==> src/rtl/ahb_arb_pkg.sv <==
// Shared encodings and types for the two-master AHB-Lite arbiter.
// Used by ahb_arb_grant_sel and ahb_lite_arbiter_2m.
package ahb_arb_pkg;

    localparam logic [1:0] HTRANS_IDLE   = 2'd0;
    localparam logic [1:0] HTRANS_BUSY   = 2'd1;
    localparam logic [1:0] HTRANS_NONSEQ = 2'd2;
    localparam logic [1:0] HTRANS_SEQ    = 2'd3;

    localparam logic HRESP_OKAY  = 1'b0;
    localparam logic HRESP_ERROR = 1'b1;

    typedef enum logic [1:0] {
        ST_PARK = 2'd0,
        ST_M0   = 2'd1,
        ST_M1   = 2'd2
    } arb_state_e;

    typedef logic master_id_t;

    // True for transfer types that move data (NONSEQ or SEQ).
    function automatic logic trans_active(input logic [1:0] htrans);
        return (htrans == HTRANS_NONSEQ) || (htrans == HTRANS_SEQ);
    endfunction

endpackage

==> src/rtl/ahb_arb_grant_sel.sv <==
// Combinational next-grant decision for the two-master arbiter.
// Optional macro AHB_ARB_FIXED_PRIO_EN selects fixed M0 priority instead of round robin.
module ahb_arb_grant_sel
    import ahb_arb_pkg::*;
#(
    parameter int MAX_HOLD = 16
)
(
    input  logic       req0,
    input  logic       req1,
    input  logic       owned,
    input  logic       owner,
    input  logic [7:0] hold_cnt,
    input  logic       last_win,
    output logic       next_park,
    output logic       next_win
);

    localparam logic [7:0] HOLD_LIM = 8'(MAX_HOLD - 1);

    logic hold_ok;
    assign hold_ok = owned && (hold_cnt < HOLD_LIM);

`ifdef AHB_ARB_FIXED_PRIO_EN
    logic unused_last_win;
    assign unused_last_win = last_win;
`endif

    // Pick park / winner from the current request pattern.
    always_comb begin
        next_park = 1'b0;
        next_win  = owner;
        case ({req1, req0})
            2'b00: begin
                next_park = 1'b1;
                next_win  = owner;
            end
            2'b01: next_win = 1'b0;
            2'b10: next_win = 1'b1;
            2'b11: begin
`ifdef AHB_ARB_FIXED_PRIO_EN
                // M0 yields only once M1 has waited out a full hold window.
                if (owned && !owner && !hold_ok) begin
                    next_win = 1'b1;
                end else begin
                    next_win = 1'b0;
                end
`else
                if (hold_ok) begin
                    next_win = owner;
                end else begin
                    next_win = ~last_win;
                end
`endif
            end
            default: begin
                next_park = 1'b1;
                next_win  = owner;
            end
        endcase
    end

endmodule

==> src/rtl/ahb_lite_arbiter_2m.sv <==
// Two-master AHB-Lite arbiter and bus mux with lock support and hold-limit re-arbitration.
// Optional macro AHB_ARB_FIXED_PRIO_EN (see ahb_arb_grant_sel) selects fixed priority.
module ahb_lite_arbiter_2m
    import ahb_arb_pkg::*;
#(
    parameter int DEFAULT_MASTER = 0,
    parameter int MAX_HOLD       = 16
)
(
    input  logic        HCLK,
    input  logic        HRESET,
    input  logic        M0_HBUSREQ,
    input  logic        M0_HLOCK,
    output logic        M0_HGRANT,
    input  logic [31:0] M0_HADDR,
    input  logic [1:0]  M0_HTRANS,
    input  logic        M0_HWRITE,
    input  logic [2:0]  M0_HSIZE,
    input  logic [2:0]  M0_HBURST,
    input  logic [3:0]  M0_HPROT,
    input  logic [31:0] M0_HWDATA,
    output logic [31:0] M0_HRDATA,
    output logic        M0_HREADY,
    output logic        M0_HRESP,
    input  logic        M1_HBUSREQ,
    input  logic        M1_HLOCK,
    output logic        M1_HGRANT,
    input  logic [31:0] M1_HADDR,
    input  logic [1:0]  M1_HTRANS,
    input  logic        M1_HWRITE,
    input  logic [2:0]  M1_HSIZE,
    input  logic [2:0]  M1_HBURST,
    input  logic [3:0]  M1_HPROT,
    input  logic [31:0] M1_HWDATA,
    output logic [31:0] M1_HRDATA,
    output logic        M1_HREADY,
    output logic        M1_HRESP,
    output logic [31:0] HADDR,
    output logic [1:0]  HTRANS,
    output logic        HWRITE,
    output logic [2:0]  HSIZE,
    output logic [2:0]  HBURST,
    output logic [3:0]  HPROT,
    output logic [31:0] HWDATA,
    output logic        HMASTLOCK,
    output logic        HMASTER,
    input  logic        HREADY,
    input  logic [31:0] HRDATA,
    input  logic        HRESP
);

    localparam master_id_t DEF_M = DEFAULT_MASTER[0];

    arb_state_e state;
    arb_state_e sel_state;
    master_id_t gnt;
    master_id_t addr_owner;
    master_id_t data_owner;
    master_id_t last_win;
    logic       lock_q;
    logic [7:0] hold_cnt;
    logic       own_lock;
    logic       own_active;
    logic       arb_pt;
    logic       sel_park;
    logic       sel_win;

    // Grant decodes straight from the state register.
    always_comb begin
        case (state)
            ST_M0:   gnt = 1'b0;
            ST_M1:   gnt = 1'b1;
            default: gnt = DEF_M;
        endcase
    end

    assign M0_HGRANT  = (gnt == 1'b0);
    assign M1_HGRANT  = (gnt == 1'b1);
    assign own_lock   = gnt ? M1_HLOCK : M0_HLOCK;
    assign own_active = trans_active(gnt ? M1_HTRANS : M0_HTRANS);
    // A locked sequence stays atomic until its last data phase has drained.
    assign arb_pt     = HREADY && !own_lock && !lock_q;

    ahb_arb_grant_sel #(
        .MAX_HOLD (MAX_HOLD)
    ) u_grant_sel (
        .req0      (M0_HBUSREQ),
        .req1      (M1_HBUSREQ),
        .owned     (state != ST_PARK),
        .owner     (gnt),
        .hold_cnt  (hold_cnt),
        .last_win  (last_win),
        .next_park (sel_park),
        .next_win  (sel_win)
    );

    // Map the selector result back onto a state encoding.
    always_comb begin
        if (sel_park) begin
            sel_state = ST_PARK;
        end else if (sel_win) begin
            sel_state = ST_M1;
        end else begin
            sel_state = ST_M0;
        end
    end

    // Arbitration state, ownership pipeline and hold counter.
    always_ff @(posedge HCLK) begin
        if (HRESET) begin
            state      <= ST_PARK;
            addr_owner <= DEF_M;
            data_owner <= DEF_M;
            lock_q     <= 1'b0;
            hold_cnt   <= 8'd0;
            last_win   <= 1'b1;
        end else begin
            if (HREADY) begin
                addr_owner <= gnt;
                data_owner <= addr_owner;
                lock_q     <= own_lock;
            end
            if (arb_pt && (sel_state != state)) begin
                state    <= sel_state;
                hold_cnt <= 8'd0;
                if (sel_state != ST_PARK) begin
                    last_win <= sel_win;
                end
            end else if (state == ST_PARK) begin
                hold_cnt <= 8'd0;
            end else if (HREADY && own_active && (hold_cnt != 8'hFF)) begin
                hold_cnt <= hold_cnt + 8'd1;
            end
        end
    end

    assign HADDR     = addr_owner ? M1_HADDR  : M0_HADDR;
    assign HTRANS    = addr_owner ? M1_HTRANS : M0_HTRANS;
    assign HWRITE    = addr_owner ? M1_HWRITE : M0_HWRITE;
    assign HSIZE     = addr_owner ? M1_HSIZE  : M0_HSIZE;
    assign HBURST    = addr_owner ? M1_HBURST : M0_HBURST;
    assign HPROT     = addr_owner ? M1_HPROT  : M0_HPROT;
    assign HWDATA    = data_owner ? M1_HWDATA : M0_HWDATA;
    assign HMASTER   = addr_owner;
    assign HMASTLOCK = lock_q;

    assign M0_HRDATA = HRDATA;
    assign M1_HRDATA = HRDATA;
    assign M0_HREADY = HREADY;
    assign M1_HREADY = HREADY;
    assign M0_HRESP  = HRESP;
    assign M1_HRESP  = HRESP;

endmodule

==> config.mk <==
export PLATFORM = sky130hd
export DESIGN_NAME = ahb_lite_arbiter_2m
export DESIGN_NICKNAME = d
export VERILOG_FILES = /design/src/rtl/ahb_arb_pkg.sv /design/src/rtl/ahb_arb_grant_sel.sv /design/src/rtl/ahb_lite_arbiter_2m.sv
export SDC_FILE = /design/constraint.sdc
export NUM_CORES = 1
export LEC_CHECK = 0
export BUFFER_PORTS_ARGS = -buffer_cell sky130_fd_sc_hd__buf_2
export CAP_MARGIN = 20
export CORE_AREA = 2 2 132 134
export DETAILED_ROUTE_END_ITERATION = 16
export DIE_AREA = 0 0 134 136
export GPL_TIMING_DRIVEN = 0
export SKIP_CTS_REPAIR_TIMING = 1
export SLEW_MARGIN = 20
export SYNTH_ARGS = -nofsm -noshare
export SYNTH_HDL_FRONTEND = slang
export SYNTH_SLANG_ARGS = --single-unit
==> constraint.sdc <==
create_clock -name HCLK -period 3.59 [get_ports HCLK]
set_input_delay 0.5385 -clock HCLK [delete_from_list [all_inputs] [get_ports HCLK]]
set_output_delay 0.5385 -clock HCLK [all_outputs]
set_load 0.005 [all_outputs]
==> metrics.cfg <==
[status]
status=completed

[timing]
hold_viol=0
finalSetupViolCount=0
final_period_minus_worst_setup_slack_ns=2.78
max_slew_margin=0.568
rsz0062_at_grt=no
finalMaxSlewViolations=0
finalWorstSetupSlack_ns=0.813
holdWs_ns=0.470
period_share=0.774
skew_ns=0.00112
tns_ns=0
worstMarginPinSlew_ns=0.648
max_freq_ghz=0.360

[critical_path]
critPathKind=reg2out
crit_arrival_ns=2.24
crit_path_frequent_cell=clkbuf_1
max_stage_delay_ns=0.53
end_kind=primary output
worstPathRequired_ns=3.05
cp_cell_sequence=clkbuf_1 > clkbuf_1 > mux2_1 > buf_2
cp_slowest_cell=clkbuf_1
critical_path.max_fanout=10
crit_buf_inv=3
cp_top_family=buffers and inverters
start_kind=flop

[power]
p_int_uw=537
power_frac_clock=0.318
p_per_area_nw_per_um2=176
pwr-share-seq=0.225
ir_drop_mv=0.162
sw_frac_of_total=0.255
power_uw=721
p_switching_uw=184
p_leak_uw=0.00218
combPwrFrac=0.457

[synthesis]
yosysSeqAreaShare=0.129
synth_cells=246
syn_nets=441
avgSynthCellArea_um2=8.86
yosysTopAreaCellShare=0.274
ys_seq_elements=14
yosys-top-cells-area=mux2_2 27%, buf_4 23%, dfxtp_1 13%, mux2_1 12%, xor2_1 2.4%
synth_edf_count=0
synth_area_um2=2180
synth_ff_type=dfxtp_1
async_reset_ff_frac=0
yosysUniqueCellTypes=34
yosysMostFrequentCell=buf_4
synth_common_cells=68 x buf_4, 53 x mux2_2, 24 x mux2_1
yosys_warnings=0
yosysTopAreaCell=mux2_2

[detailed_routing]
first_iter_violations=47
wl_met3_um=693
highest_layer=met4
drt-total-wl_um=12700
viasPerCell=3.65
antenna_left=0
drcViolationCount=0
dr.pass1.iters=4
vias=2863
drt-wirelength-per-cell_um=16.2
wl_met2_um=6640
wl_met1_um=4980

[finish]
final_nets=754
final_layout_size_suffix_gt1_frac=0.790
fillCellCount=1901
multi_input_area_um2=1320
final-seq-area_um2=280
postLayoutCoreUtil=0.243
syn_to_final_growth_pct=87.9

[floorplan]
rows=48
die_h_um=136
die-area_um2=18200
pin_count=343
die_x_um=134
start_util=0.129
core_area_um2=16900

[clocking]
cts-root-buf=clkbuf_16
insertion_delay_ns=0.24
cts_buffers=3
clock_sinks=14
clockBufferDepth=2
clkTransAtPathRegs_ns=0.05
cts_tree=yes
h-tree-depth=1

[place]
place_congestion=0.788
pre_cts_slack_ns=0.914
io_buffers=308
dp_hpwl_um=11800

[global_route]
grt_pass1_vias=2519
grt_pass1_wl_um=16100
grt_overflow=0
antenna_found_initial=13
grt_usage=0.124
grt_max_degree=11

[job]
cap_violations=0

[min_path]
hp-class=reg2reg

## power groups by stage
stage	clock (µW)	sequential [µW]	combinational, µW
detailed placement	0	165	332
global placement	0	165	332
floorplan	0	164	142
finish	229	162	329
global route	245	162	360
CTS	238	162	334
## layout by cell type (no fill, tap or decap), types with 3 or more instances in the layout
cell type,count
mux2_1,24
xor2_1,6
a21oi_1,5
inv_1,6
dfxtp_1,14
buf_2,309
mux2i_1,3
clkbuf_1,9
nand3_1,6
mux2_2,53
clkbuf_16,3
a31oi_1,3
buf_4,68
and3_1,4
nor2_1,10
nand2_1,11
## layer usage
layer  vias to the layer above  track usage
li1                       1414            -
met1                      1252        0.147
met2                       169        0.232
met3                        28       0.0149
met4                         0       0.0372
met5                         -            0
## area by class of cell
class | instances | area share
Sequential cell | 14 | 0.0684
Timing Repair Buffer | 308 | 0.376
Tap cell | 225 | 0.0687
Multi-Input combinational cell | 147 | 0.321
Buffer | 79 | 0.137
Inverter | 6 | 0.00550
Antenna cell | 2 | 0.00122
Clock buffer | 4 | 0.0217
## cells by family after synthesis
family	count (synthesis)	share of synthesized area
DFF	14	0.129
muxes	82	0.428
buffers and inverters	85	0.268
adders and majority gates	1	0.00574
AOI/OAI and AO/OA	17	0.0517
xor gates and xnor gates	6	0.0241
and+or+nand+nor	41	0.0942
## through the flow
step | area (µm²) | cells
detailed placement | 4000 | 779
floorplan | 2180 | 246
CTS | 4090 | 783
global placement | 4000 | 779
finish | 4100 | 785
global route | 4100 | 785
## tightest hold or removal path, cell delays in order, from the launching register on
cell and delay (ns):
dfxtp_1 0.31, nand2_1 0.05, a21oi_1 0.05
## final timing paths
kind | from | cells past startpoint | slack, ns | endpoint
worst max register to register | state[1]$_SDFFE_PP0P_ | 6 | 1.77 | last_win$_SDFFE_PP1P_
worst min register to register | hold_cnt[1]$_SDFFE_PP0P_ | 2 | 0.47 | hold_cnt[1]$_SDFFE_PP0P_
worst max-delay path | HMASTER$_SDFFE_PP0P_ | 4 | 0.81 | HBURST[1]
worst min-delay path | hold_cnt[1]$_SDFFE_PP0P_ | 2 | 0.47 | hold_cnt[1]$_SDFFE_PP0P_
## sequential cells by signal, indices dropped and copies added, names as in the netlist
register,count
hold_cnt,8
state,2
HMASTER,1
HMASTLOCK,1
data_owner,1
last_win,1
(Power assumes the default switching activity.)
